===== src/rtl/rep_chk_pkg.sv =====
// Shared types for the repetition range checker: per-channel state and verdict encodings.
package rep_chk_pkg;

    typedef enum logic {
        CHK_IDLE,
        CHK_RUN
    } chk_state_e;

    typedef enum logic [1:0] {
        V_NONE,
        V_PASS,
        V_FAIL
    } verdict_e;

    localparam int unsigned MaxChannels = 32;
    localparam int unsigned MaxRepLimit = 255;

endpackage


===== src/rtl/rep_chk_chan.sv =====
// One checker channel: a trigger rise starts a check that counts consecutive req samples
// and issues a registered pass/fail verdict, or an overlap pulse for an ignored trigger.
module rep_chk_chan
    import rep_chk_pkg::*;
#(
    parameter int unsigned MIN_REP = 2,
    parameter int unsigned MAX_REP = 4
) (
    input  logic     clk,
    input  logic     rst_n,
    input  logic     strict,
    input  logic     trig,
    input  logic     req,
    output verdict_e verdict,
    output logic     pass,
    output logic     fail,
    output logic     ovl,
    output logic     busy
);

    localparam int unsigned CW = $clog2(MAX_REP + 2);
    localparam logic [CW-1:0] MinCnt = CW'(MIN_REP);
    localparam logic [CW-1:0] MaxCnt = CW'(MAX_REP);

    chk_state_e    state_q, state_d;
    logic [CW-1:0] cnt_q, cnt_d;
    logic [CW-1:0] cnt_inc;
    logic          trig_q;
    logic          rise;
    logic          ovl_d;
    logic          pass_q, fail_q, ovl_q;

    always_comb begin
        rise    = trig & ~trig_q;
        cnt_inc = cnt_q + CW'(1);
        state_d = state_q;
        cnt_d   = cnt_q;
        verdict = V_NONE;
        ovl_d   = 1'b0;
        unique case (state_q)
            CHK_IDLE: begin
                if (rise) begin
                    state_d = CHK_RUN;
                    cnt_d   = '0;
                end
            end
            CHK_RUN: begin
                // >= rather than == so a strict->relaxed switch mid-run still terminates
                if (req) begin
                    if (!strict && (cnt_inc >= MinCnt)) begin
                        verdict = V_PASS;
                    end else if (strict && (cnt_q >= MaxCnt)) begin
                        verdict = V_FAIL;
                    end else begin
                        cnt_d = cnt_inc;
                    end
                end else if (cnt_q < MinCnt) begin
                    verdict = V_FAIL;
                end else begin
                    verdict = V_PASS;
                end

                if (verdict != V_NONE) begin
                    // A rise on the deciding edge re-arms the channel without an overlap
                    state_d = rise ? CHK_RUN : CHK_IDLE;
                    cnt_d   = '0;
                end else begin
                    ovl_d = rise;
                end
            end
        endcase
    end

    always_ff @(posedge clk or negedge rst_n) begin
        if (!rst_n) begin
            state_q <= CHK_IDLE;
            cnt_q   <= '0;
            trig_q  <= 1'b0;
            pass_q  <= 1'b0;
            fail_q  <= 1'b0;
            ovl_q   <= 1'b0;
        end else begin
            state_q <= state_d;
            cnt_q   <= cnt_d;
            trig_q  <= trig;
            pass_q  <= (verdict == V_PASS);
            fail_q  <= (verdict == V_FAIL);
            ovl_q   <= ovl_d;
        end
    end

    assign pass = pass_q;
    assign fail = fail_q;
    assign ovl  = ovl_q;
    assign busy = (state_q == CHK_RUN);

endmodule


===== config.mk =====
export PLATFORM = sky130hd
export DESIGN_NAME = rep_chk_chan
export DESIGN_NICKNAME = d
export VERILOG_FILES = /design/src/rtl/rep_chk_pkg.sv /design/src/rtl/rep_chk_chan.sv
export SDC_FILE = /design/constraint.sdc
export NUM_CORES = 1
export LEC_CHECK = 0
export CORE_AREA = 2 2 39 41
export CTS_CLUSTER_SIZE = 25
export DETAILED_ROUTE_END_ITERATION = 10
export DIE_AREA = 0 0 41 43
export GPL_TIMING_DRIVEN = 0
export SLEW_MARGIN = 40
export SYNTH_ARGS = -nofsm -noshare
export SYNTH_HDL_FRONTEND = slang
export SYNTH_SLANG_ARGS = --single-unit

===== constraint.sdc =====
create_clock -name clk -period 1.88 [get_ports clk]
set_input_delay 0.376 -clock clk [delete_from_list [all_inputs] [get_ports clk]]
set_output_delay 0.376 -clock clk [all_outputs]
set_load 0.01 [all_outputs]

==> results.py <==
metrics = {
    "power": {
        "irDropWorstVdd_mv": 0.3926,
        "internal_power_mw": 0.4202,
        "switching_share": 0.3237,
        "switchingPower_mw": 0.2011,
        "powerDensity_mw_per_mm2": 1048,
        "p_clk_frac": 0.219,
        "p_comb_frac": 0.400,
        "p_leak_nw": 0.2608,
        "seqPwrFrac": 0.381,
    },
    "logic_synthesis": {
        "syn_nets": 40,
        "synth_top_area_frac": 0.5298,
        "yosysWarnings": 0,
        "syn_area_per_cell_um2": 11.45,
        "synth_enable_flop_cells": 0,
        "yosys.area.top_type": "dfrtp_1",
        "synth.ff_latch_count": 8,
        "synthTopCellsByArea": "dfrtp_1, ha_1, a32o_1",
        "synth_ff_type": "dfrtp_1",
        "synth_async_sr_flop_share": 1.000,
        "yosys-top-cells-count": "dfrtp_1, inv_1, nand2_1",
        "synth.most_common_cell": "dfrtp_1",
        "synth_cell_type_count": 17,
        "synth_seq_area_share": 0.5298,
        "syn_area_um2": 377.9,
        "netlist_instances": 33,
    },
    "worst_setup_path": {
        "cp_max_fo": 3,
        "cp-start-kind": "flop",
        "crit_required_ns": 1.50,
        "arrival_ns": 1.52,
        "path_class": "reg2out",
        "cp-end-kind": "primary output",
    },
    "place": {
        "gp_congestion": 0.7791,
        "place_ws_ns": -0.5382,
        "dp.cells": 59,
        "io_buffers": 10,
    },
    "floorplan": {
        "dieArea_mm2": 0.001763,
        "initial_core_util": 0.2731,
        "core-area_mm2": 0.001384,
        "die_x_um": 41,
        "rows": 14,
        "fp.dieH_um": 43,
        "io_pins": 11,
    },
    "detailed_routing": {
        "drtIter0Drc": 3,
        "via_count": 326,
        "routed_via_density": 4.866,
        "drc": 0,
        "ant_nets": 0,
        "first_pass_iters": 4,
        "wl_per_cell_um": 12.69,
        "drt-total-wl_um": 850,
    },
    "global_routing": {
        "antenna_found_initial": 0,
        "grt_max_degree": 10,
        "grt_pass1_vias": 340,
        "grt_pass1_wl_um": 1407,
        "grt_overflow": 0,
        "grt_usage": 0.1264,
    },
    "timing": {
        "fin_crit_sh": 1.011,
        "rsz0062_at_grt": "true",
        "setup_viol_count_final": 1,
        "slew_headroom": 0.7635,
        "finClkSkew_ns": 0.006081,
        "period_needed_ns": 1.901,
        "setup_ws_ns": -0.02095,
        "slew_viol_final": 0,
        "final_hold_viol_count": 0,
        "fmax_mhz": 526.1,
        "worst_pin_slew_ns": 0.3536,
    },
    "layout": {
        "synthToLayoutAreaGrowth_pct": 56.95,
        "final_util": 0.4286,
        "drive_gt1_frac": 0.3333,
        "antenna_cells": 0,
        "nets": 60,
        "fin_cells": 67,
    },
    "clock_tree": {
        "root_buffer": "clkbuf_4",
        "h-tree-depth": 1,
        "cts_tree": "done",
        "clkTransAtPathRegs_ns": 0.06,
        "cts.sinks": 8,
        "clk_path_buf_depth": 2,
        "cts_buffers": 3,
        "postCtsHoldBufs": 0,
        "clk_latency_ns": 0.26,
    },
    "outcome": {
        "violations": "negative setup slack",
        "status": "complete, but fails checks",
    },
    "worst_hold_path": {
        "hold_class": "in2async",
    },
    "job": {
        "cap_violations": 0,
    },
}
[logic make-up after synthesis]
logic type | Yosys count | share of synthesized area
simple gates | 12 | 0.1821
flops | 8 | 0.5298
compound gates | 7 | 0.1689
buf+inv | 3 | 0.02980
fa+ha+maj | 2 | 0.06621
xor+xnor | 1 | 0.02318
[cells in the final DEF, fill, tap and decap left out, types with 2 or more instances in the layout]
cell,n
ha_4,2
clkdlybuf4s50_1,7
buf_2,2
nand2_1,3
and3_1,2
buf_4,4
a32o_1,2
clkbuf_4,3
dfrtp_1,8
inv_1,3
[worst max-delay path: stages (launching register included)]
cell     delay, ns
dfrtp_1       0.40
buf_6         0.13
ha_4          0.16
xnor2_2       0.13
a41oi_2       0.16
and3_1        0.17
buf_2         0.12
[power groups by stage]
stage,logic [mW],registers (mW),clock network (mW)
after floorplan,0.0942,0.233,0
after global placement,0.171,0.231,0
after detailed placement,0.173,0.234,0
after CTS,0.241,0.235,0.145
after global routing,0.274,0.243,0.153
final,0.249,0.237,0.136
[final timing paths]
kind	end	cells past startpoint	slack (ns)	start
setup reg to reg	cnt_q[0]$_DFFE_PN0P_	7	0.31	cnt_q[1]$_DFFE_PN0P_
hold / removal	fail$_DFF_PN0_	1	0.39	rst_n
hold reg to reg	ovl$_DFF_PN0_	2	0.56	trig_q$_DFF_PN0_
max in group asynchronous	cnt_q[1]$_DFFE_PN0P_	1	1.23	rst_n
setup / recovery	verdict[0]	6	-0.02	cnt_q[1]$_DFFE_PN0P_
min in group clk	ovl$_DFF_PN0_	2	0.56	trig_q$_DFF_PN0_
[repair_timing]
action	CTS	global route
pin swaps	3	1
setup buffers	5	0
gates resized for setup	16	2
setup endpoints to repair	2	2
[stage by stage]
stage	TNS (ns)	hold WS, ns	area, um^2	power (mW)
after floorplan	0	0.08041	377.9	0.3275
after global placement	-1.036	0.5302	498.0	0.4020
after detailed placement	-1.050	0.5432	498.0	0.4068
after CTS	-0.04373	0.4006	585.6	0.6206
after global routing	-0.08652	0.4050	593.1	0.6694
final	-0.02095	0.3858	593.1	0.6213
[layout make-up]
type,count,area (um^2)
clock buffers,3,22.52
flip-flops and latches,8,200.2
inverters,3,11.26
well taps,16,20.02
multi-input cells,22,209.0
repair buffers,15,130.1
fillers,150,790.8
[sequential cells by signal (all words and copies together), names as in the netlist]
| signal | cells |
|---|---|
| cnt_q | 3 |
| busy | 1 |
| ovl | 1 |
| pass | 1 |
| trig_q | 1 |
| fail | 1 |
[layer usage]
layer / routed length, um / global-route usage / part of all wire / up-vias
li1: - / - / - / 157
met1: 341 / 0.1382 / 0.40 / 152
met2: 413 / 0.1844 / 0.49 / 12
met3: 73 / 0.07853 / 0.086 / 5
met4: 22 / 0.06000 / 0.026 / 0
met5: 0 / 0 / 0 / -
(Power assumes the default switching activity.)
